==> src/rtl/display_pkg.sv <==
// rtl/display_pkg.sv - shared 7-segment constants for the display blocks
package display_pkg;

  localparam logic [6:0] SEG_0 = 7'h3F;
  localparam logic [6:0] SEG_1 = 7'h06;
  localparam logic [6:0] SEG_2 = 7'h5B;
  localparam logic [6:0] SEG_3 = 7'h4F;
  localparam logic [6:0] SEG_4 = 7'h66;
  localparam logic [6:0] SEG_5 = 7'h6D;
  localparam logic [6:0] SEG_6 = 7'h7D;
  localparam logic [6:0] SEG_7 = 7'h07;
  localparam logic [6:0] SEG_8 = 7'h7F;
  localparam logic [6:0] SEG_9 = 7'h6F;
  localparam logic [6:0] SEG_BLANK = 7'h00;

  // seg[DP_BIT] is the decimal point; it marks the hours/minutes boundary
  localparam int DP_BIT   = 7;
  localparam int DP_DIGIT = 2;

endpackage

==> src/rtl/seg7_encode.sv <==
// rtl/seg7_encode.sv - BCD nibble to active-high 7-segment pattern {g..a}
module seg7_encode
  import display_pkg::*;
(
  input  logic [3:0] i_nibble,
  output logic [6:0] o_seg
);

  always_comb begin
    o_seg = SEG_BLANK;
    case (i_nibble)
      4'd0:    o_seg = SEG_0;
      4'd1:    o_seg = SEG_1;
      4'd2:    o_seg = SEG_2;
      4'd3:    o_seg = SEG_3;
      4'd4:    o_seg = SEG_4;
      4'd5:    o_seg = SEG_5;
      4'd6:    o_seg = SEG_6;
      4'd7:    o_seg = SEG_7;
      4'd8:    o_seg = SEG_8;
      4'd9:    o_seg = SEG_9;
      default: o_seg = SEG_BLANK;
    endcase
  end

endmodule

==> src/rtl/display_scan_driver.sv <==
// rtl/display_scan_driver.sv - multiplexed 7-segment scan with blink and alarm compare
module display_scan_driver
  import display_pkg::*;
#(
  parameter int NUM_DIGITS = 4,
  parameter int SCAN_DIV   = 1000,
  parameter int BLINK_DIV  = 250
) (
  input  logic                    clock,
  input  logic                    reset,
  input  logic [4*NUM_DIGITS-1:0] current_time,
  input  logic [4*NUM_DIGITS-1:0] alarm_time,
  input  logic [4*NUM_DIGITS-1:0] key_time,
  input  logic                    show_new_time,
  input  logic                    show_a,
  input  logic [NUM_DIGITS-1:0]   blink_mask,
  input  logic                    alarm_enable,
  input  logic                    stop_alarm,
  output logic [7:0]              seg,
  output logic [NUM_DIGITS-1:0]   digit_en,
  output logic                    sound
);

  localparam int IDX_W = $clog2(NUM_DIGITS);
  localparam int CNT_W = $clog2(SCAN_DIV);
  localparam int FRM_W = $clog2(BLINK_DIV + 1);
  localparam logic [IDX_W-1:0] LAST_IDX = IDX_W'(NUM_DIGITS - 1);
  localparam logic [CNT_W-1:0] LAST_CNT = CNT_W'(SCAN_DIV - 1);
  localparam logic [FRM_W-1:0] LAST_FRM = FRM_W'(BLINK_DIV - 1);
  localparam logic [IDX_W-1:0] DP_IDX   = IDX_W'(DP_DIGIT);
  localparam bit               HAS_DP   = (NUM_DIGITS >= 3);

  logic [CNT_W-1:0]      r_scan_cnt;
  logic [IDX_W-1:0]      r_idx;
  logic [FRM_W-1:0]      r_frame_cnt;
  logic                  r_blink_phase;
  logic                  r_match;
  logic                  r_match_d;
  logic                  r_sound;
  logic [7:0]            r_seg;
  logic [NUM_DIGITS-1:0] r_digit_en;

  logic [4*NUM_DIGITS-1:0] w_src;
  logic [3:0]              w_nibble;
  logic [6:0]              w_seg7;
  logic                    w_dp;
  logic                    w_blank;
  logic [7:0]              w_seg_next;
  logic                    w_term;
  logic                    w_wrap;
  logic                    w_match;
  logic                    w_rise;

  always_comb begin
    w_src = current_time;
    if (show_new_time)
      w_src = key_time;
    else if (show_a)
      w_src = alarm_time;
  end

  assign w_nibble = w_src[{r_idx, 2'b00} +: 4];

  seg7_encode u_enc (
    .i_nibble (w_nibble),
    .o_seg    (w_seg7)
  );

  assign w_dp       = HAS_DP && (r_idx == DP_IDX);
  assign w_blank    = show_new_time & r_blink_phase & blink_mask[r_idx];
  assign w_seg_next = w_blank ? 8'h00 : ({1'b0, w_seg7} | (8'(w_dp) << DP_BIT));
  assign w_term     = (r_scan_cnt == LAST_CNT);
  assign w_wrap     = w_term && (r_idx == LAST_IDX);
  assign w_match    = (current_time == alarm_time);
  assign w_rise     = r_match & ~r_match_d;

  // Frame counting runs continuously so the blink phase is stable when entry mode begins
  always_ff @(posedge clock or negedge reset) begin
    if (!reset) begin
      r_scan_cnt    <= '0;
      r_idx         <= '0;
      r_frame_cnt   <= '0;
      r_blink_phase <= 1'b0;
    end else begin
      r_scan_cnt <= w_term ? '0 : r_scan_cnt + 1'b1;
      if (w_term)
        r_idx <= (r_idx == LAST_IDX) ? '0 : r_idx + 1'b1;
      if (w_wrap) begin
        if (r_frame_cnt == LAST_FRM) begin
          r_frame_cnt   <= '0;
          r_blink_phase <= ~r_blink_phase;
        end else begin
          r_frame_cnt <= r_frame_cnt + 1'b1;
        end
      end
    end
  end

  always_ff @(posedge clock or negedge reset) begin
    if (!reset) begin
      r_seg      <= 8'h00;
      r_digit_en <= '0;
    end else begin
      r_seg      <= w_seg_next;
      r_digit_en <= NUM_DIGITS'(1) << r_idx;
    end
  end

  // Match history resets high so a match already present at release is not an edge
  always_ff @(posedge clock or negedge reset) begin
    if (!reset) begin
      r_match   <= 1'b1;
      r_match_d <= 1'b1;
      r_sound   <= 1'b0;
    end else begin
      r_match   <= w_match;
      r_match_d <= r_match;
      if (stop_alarm || !alarm_enable)
        r_sound <= 1'b0;
      else if (w_rise)
        r_sound <= 1'b1;
    end
  end

  assign seg      = r_seg;
  assign digit_en = r_digit_en;
  assign sound    = r_sound;

endmodule

==> config.mk <==
export PLATFORM = sky130hd
export DESIGN_NAME = display_scan_driver
export DESIGN_NICKNAME = d
export VERILOG_FILES = /design/src/rtl/display_pkg.sv /design/src/rtl/seg7_encode.sv /design/src/rtl/display_scan_driver.sv
export SDC_FILE = /design/constraint.sdc
export NUM_CORES = 1
export LEC_CHECK = 0
export ABC_AREA = 1
export BUFFER_PORTS_ARGS = -buffer_cell sky130_fd_sc_hd__buf_2
export CORE_MARGIN = 1.5
export CORE_UTILIZATION = 56
export DETAILED_ROUTE_END_ITERATION = 10
export PLACE_DENSITY = 0.85
export SLEW_MARGIN = 20
export SYNTH_ARGS = -nofsm -noshare
export SYNTH_HDL_FRONTEND = slang
export SYNTH_SLANG_ARGS = --single-unit
==> constraint.sdc <==
create_clock -name clock -period 2.5 [get_ports clock]
set_input_delay 0.5 -clock clock [delete_from_list [all_inputs] [get_ports clock]]
set_output_delay 0.5 -clock clock [all_outputs]
set_load 0.1 [all_outputs]
# Yosys cells after proc, flatten, opt, wreduce, memory -nomap -nowiden
# Memories as Yosys holds them, arrays and structs flattened.
# Index checks and enable logic that the tools add are counted.
dict set report classes {
  shift 2
  n_addsub 3
  muxes 10
  bitwise 6
  n_eq_ne 5
  n_lt_le_gt_ge 1
  n_reduce_logical 5
}
# operator n
set op_table {}
lappend op_table {{two-way mux 16 bit} 2}
lappend op_table {{== test 16 bit} 1}
lappend op_table {{two-way mux 8 bit} 2}
lappend op_table {{indexed part select 16 x 5 -> 4 bit} 1}
lappend op_table {{adder 10 x 1 -> 10 bit, second input constant} 1}
lappend op_table {{== test 10 bit, second input constant} 1}
lappend op_table {{two-way mux 10 bit} 1}
lappend op_table {{adder 8 x 1 -> 8 bit, second input constant} 1}
lappend op_table {{== test 8 bit, second input constant} 1}
lappend op_table {{bitwise OR 7 x 8 -> 8 bit} 1}
lappend op_table {{== test 2 bit, second input constant} 2}
lappend op_table {{left shift 1 x 2 -> 4 bit, first input constant} 1}
lappend op_table {{AND 1 bit} 3}
lappend op_table {{< comparator 2 x 3 -> 1 bit, second input constant} 1}
lappend op_table {{two-way mux 1 bit} 3}
lappend op_table {{adder 2 x 1 -> 2 bit, second input constant} 1}
lappend op_table {{binary-select mux 1 bit (select 2 bit)} 1}
lappend op_table {{two-way mux 2 bit} 1}
lappend op_table {{inverter 1 bit} 2}
lappend op_table {{AND reduction 2 bit} 1}
lappend op_table {{nonzero test 2 bit} 1}
lappend op_table {{logical AND 1 bit} 1}
lappend op_table {{zero test 1 bit} 1}
lappend op_table {{logical OR 1 bit} 1}
dict set report totals {
  out_inout_bits 13
  regBits 36
  romBits 112
  memories 1
  wordCells 42
  input_bits 58
}
# memory words word_bits read_ports rd_clocked_by_memory_dff wr line
set mem_list {}
lappend mem_list {{(no name shown)} 16 7 1 0 0 seg7_encode.sv:11} ;# case (i_nibble)

# Depth between registers and ports, before layout
# An unclocked memory read counts as a cell.
dict set report depth {
  depth_word 6
  depth_mapped 15
  ltp_nobuf 13
}

# Cells and area by module
# From an unflattened synthesis, not the netlist that was laid out.
dict set report unflattened {
  hier_cells 382
  hier_area_um2 2597.5
}
# mod area_per_inst_um2 instances seq_area_each_um2 cells_each
set by_module_without_submodules {}
lappend by_module_without_submodules {display_scan_driver 2387.3 1 903.4 343}
lappend by_module_without_submodules {seg7_encode 210.2 1 0.0 39}

# Least setup slack after synthesis
# No wires, ideal clock.
dict set report synth_timing {
  path_kind {input port to flip-flop}
  startpoint {input port show_a}
  endpoint {register r_seg[3], in the netlist seg[3]}
  slack_ns 0.739
  path_stages 13
  t_arrival_ns 1.690
  path_buffers 2
  required_time_ns 2.428
  setup_time_ns 0.072
  cell_sequence {buf_6 inv_4 buf_6 nand2_1 nand3_1 o211ai_1 nand3_1 nand2_1 ha_1 inv_1 nor2_1 nor2_1 nor2_1}
}
dict set report synth_via {
  elab_chain_len 6
}
# element line
set synth_lines {}
lappend synth_lines {{from (decl)} display_scan_driver.sv:15} ;# input logic show_a,
lappend synth_lines {{two-way mux 16 bit} display_scan_driver.sv:58} ;# else if (show_a)
lappend synth_lines {{two-way mux 16 bit} display_scan_driver.sv:56} ;# if (show_new_time)
lappend synth_lines {{indexed part select 16 x 5 -> 4 bit} display_scan_driver.sv:62} ;# assign w_nibble = w_src[{r_idx, 2'b00} +: 4];
lappend synth_lines {{memory read (16 x 7 bit)} --}
lappend synth_lines {{bitwise OR 7 x 8 -> 8 bit} display_scan_driver.sv:71} ;# assign w_seg_next = w_blank ? 8'h00 : ({1'b0, w_seg7} | (8'(w_dp) << DP_BIT));
lappend synth_lines {{two-way mux 8 bit} display_scan_driver.sv:71}
lappend synth_lines {{net w_seg_next[3]} display_scan_driver.sv:48} ;# logic [7:0] w_seg_next;
lappend synth_lines {{to (signal assigned)} display_scan_driver.sv:104} ;# r_seg <= w_seg_next;
lappend synth_lines {{to (decl)} display_scan_driver.sv:40} ;# logic [7:0] r_seg;
# The timed path passes the listed nets, and every way through them passes these cells.
# A chain may end at the register's enable or synchronous reset.

# Final worst setup path
dict set report layout_timing {
  startpoint {register r_idx[0]}
  endpoint {register r_seg[6], in the netlist seg[6]}
}
dict set report layout_via {
  elab_chain_len 4
  word_cells_on_any_way 7
  cone_classes {shift: 1; mux: 3; bitwise: 2; memory: 1}
}
# element line
set layout_lines {}
lappend layout_lines {{from (decl)} display_scan_driver.sv:34} ;# logic [IDX_W-1:0] r_idx;
lappend layout_lines {{from (signal assigned)} display_scan_driver.sv:87} ;# r_idx <= (r_idx == LAST_IDX) ? '0 : r_idx + 1'b1;
lappend layout_lines {{indexed part select 16 x 5 -> 4 bit or binary-select mux 1 bit (select 2 bit) (tied branches)} {display_scan_driver.sv:62, display_scan_driver.sv:70}}
lappend layout_lines {{memory read (16 x 7 bit) or two-way mux 1 bit (tied branches)} --}
lappend layout_lines {{bitwise OR 7 x 8 -> 8 bit or AND 1 bit (tied branches)} {display_scan_driver.sv:71, display_scan_driver.sv:70}}
lappend layout_lines {{two-way mux 8 bit (*)} display_scan_driver.sv:71}
lappend layout_lines {{net w_seg_next[6]} display_scan_driver.sv:48}
# The timed path passes the listed nets; every way through them passes the cells marked *. The select of a mux whose other input is x is not followed.

==> flow_summary.json <==
{
  "period_share_pct": 80.2,
  "grt_setup_unrepaired": "false",
  "r2r_cells": 12,
  "power_frac_seq_pct": 41.8,
  "overflow": 0,
  "utilization_pct": 68.6,
  "drtPass1Iterations": 4,
  "post_drt_wl_per_cell_um": 11.7,
  "cp_slowest_cell": "dfrtp_1",
  "grt_max_degree": 37,
  "worstSkewPairLatency_ps": 290,
  "htree_levels": 2,
  "fin_cells": 463,
  "viasPerCell": 5.20,
  "start_util_pct": 57.8,
  "required_ps": 2680,
  "maxCapViolCount": 0,
  "irDropWorstVdd_mv": 0.207,
  "finalCriticalPeriod_ps": 2010,
  "p_per_area_nw_per_um2": 490,
  "grt.total_usage_pct": 24.0,
  "synth_top_area_share_pct": 34.3,
  "clock_skew_ps": 6.95,
  "root_buffer": "clkbuf_8",
  "pwr-share-clk_pct": 34.6,
  "ys_types": 31,
  "synth_top_area_cell": "dfrtp_1",
  "cts_buffers": 5,
  "synth-seq-cells": 36,
  "fin_nets": 481,
  "power.leakage_nw": 1.58,
  "setup_tns_ps": 0,
  "drc_errors": 0,
  "place_inst": 455,
  "cts.sinks": 36,
  "hp-class": "input port to asynchronous set/reset pin",
  "grt_pass1_wl_um": 9580,
  "cts_tree": "built",
  "path_clk_slew_ps": 70,
  "timing.rr.start": "r_idx[0]",
  "r2r-end": "seg[6]",
  "status": "finished, final reports clean",
  "dieArea_um2": 4840,
  "syn_area_um2": 2480,
  "hold_buffers": 0,
  "dp_hpwl_um": 4250,
  "ios": 71,
  "crit_fanout": 19,
  "p_comb_share_pct": 23.6,
  "diodes": 0,
  "io_buffers": 70,
  "setup_viol": 0,
  "synth_area_leaders": "dfrtp_1 (34%), nand2_1 (13%), nand3_1 (9.3%)",
  "postCtsSetupBuffers": 0,
  "synth-seq-area-share_pct": 36.4,
  "grt_pass1_vias": 2294,
  "critPathArrivalTime_ps": 2180,
  "row_count": 24,
  "syn_area_per_cell_um2": 7.32,
  "drt-initial-drc-count": 122,
  "dr_total_vias": 2409,
  "crit_chain": "inv_4, nand2_1, nand3_1, nand2_1, inv_1, nand2_1, nand2_2, inv_1, ha_1, nand3_1, a21oi_1, nor2_1",
  "syn_to_final_growth_pct": 18.7,
  "n_fill_cell": 351,
  "end_kind": "register",
  "synth_warnings": 0,
  "path_class": "register to register",
  "cp_common_cell": "nand2_1",
  "synth_cells": 339,
  "p_int_mw": 0.990,
  "hold_viol_final": 0,
  "core-area_um2": 4290,
  "cts_resized": 0,
  "syn_nets": 410,
  "switching_power_mw": 0.454,
  "totalWireLength_um": 5420,
  "antenna_found_initial": 0,
  "critPathLaunch": "r_idx[0]",
  "final_layout_size_suffix_gt1_share_pct": 23.1,
  "tightest_slew_ps": 747,
  "die_w_um": 69.6,
  "gp_congestion": 0.886,
  "antenna_left": 0,
  "relSlewSlack_pct": 50.2,
  "clock_path_buffers": 2,
  "startpoint_type": "register",
  "cpPeakStageDelay_ps": 700,
  "fmax_mhz": 499,
  "slew_viol_final": 0,
  "sw_frac_of_total_pct": 31.4,
  "die_height_um": 69.6,
  "r2r_setup_slack_ps": 490
}
-- registers in the layout, summed over array words and instances, names as in the netlist --
signal,cells
r_match,1
seg,8
r_match_d,1
r_frame_cnt,8
r_idx,2
r_scan_cnt,10
sound,1
digit_en,4
r_blink_phase,1
-- stage by stage --
step / worst slack [ps] / power (mW) / hold WS, ps / area [um^2]
finish: 494 / 1.44 / 271 / 2940
global route: 290 / 1.51 / 330 / 2940
CTS: 493 / 1.45 / 310 / 2940
detailed placement: 405 / 0.955 / 364 / 2830
global placement: 478 / 0.951 / 358 / 2830
floorplan: 739 / 0.855 / 204 / 2480
-- cell families (layout without fill, tap and decap cells) --
kind of cell	after synthesis	in the layout	synth area share, %
adders and majority gates	13	13	6.56
buffers and inverters	53	125	10.0
xor gates and xnor gates	17	17	6.00
AOI/OAI and AO/OA	28	28	6.51
and+or+nand+nor	192	192	34.5
DFF	36	36	36.4
-- layout make-up --
cell class	instances	area [um^2]	area share [%]
multi-input cells	250	1330	45.1
flip-flops and latches	36	903	30.7
inverters	46	178	6.03
repair buffers	71	358	12.2
clock buffers	5	68.8	2.34
well taps	52	65.1	2.21
clock inverters	3	42.5	1.44
-- per-layer routing --
| metal | GRT usage, % | wire [um] | part of all wire (%) |
|---|---|---|---|
| met5 | 0 | 0 | 0 |
| met4 | 7.84 | 110 | 2.0 |
| met3 | 4.22 | 244 | 4.5 |
| met2 | 42.2 | 2720 | 50 |
| met1 | 29.7 | 2340 | 43 |
-- critical path: cells and delay by family (launching register included) --
kind	cells	cell delay (ps)
buffers and inverters	3	360
AO/OA/AOI/OAI	1	160
AND/OR/NAND/NOR	7	520
flip-flops	1	700
adder cells (fa/ha/maj)	1	160
-- cells in the mapped netlist, drive strengths merged --
| library cell | instances |
|---|---|
| nor3 | 4 |
| dfstp | 2 |
| a2bb2oi | 1 |
| and3 | 1 |
| o2111ai | 1 |
| nand2b | 1 |
| inv | 46 |
| buf | 7 |
| o211ai | 4 |
| nor4 | 1 |
| or2 | 3 |
| dfrtp | 34 |
| a31oi | 1 |
| xor2 | 1 |
| a21boi | 1 |
| nor2 | 32 |
| o21ai | 11 |
| a21oi | 9 |
| nand2 | 91 |
| ha | 13 |
| nand3b | 2 |
| nand3 | 46 |
| nand4 | 9 |
| nor3b | 2 |
| xnor2 | 16 |
-- power by group through the flow --
stage               clock network (mW)  logic [mW]  registers (mW)
floorplan                            0       0.115           0.740
global placement                     0       0.338           0.614
detailed placement                   0       0.341           0.614
CTS                              0.507       0.342           0.603
global route                     0.532       0.369           0.605
finish                           0.500       0.341           0.603
-- how the worst max path moves through the flow --
stage | end | slack (ps) | cells past startpoint
6_report | seg[6] | 490 | 12
5_1_grt | seg[3] | 290 | 12
4_1_cts | seg[3] | 490 | 12
3_5_place_dp | seg[3] | 400 | 13
3_3_place_gp | seg[0] | 480 | 13
2_1_floorplan | seg[3] | 740 | 13
-- layout by cell type, fill, tap and decap left out, types with 3 or more instances in the layout --
| cell | n |
|---|---|
| inv_1 | 43 |
| nor3_1 | 4 |
| o211ai_1 | 4 |
| dfrtp_1 | 34 |
| nand2_2 | 6 |
| nand3_1 | 46 |
| xnor2_1 | 16 |
| nor2_1 | 30 |
| clkbuf_8 | 5 |
| o21ai_0 | 8 |
| o21ai_1 | 3 |
| a21oi_1 | 9 |
| nand4_1 | 9 |
| ha_1 | 13 |
| buf_2 | 70 |
| nand2_1 | 85 |
| or2_2 | 3 |
Note: power is estimated with default switching activity, not from simulation.
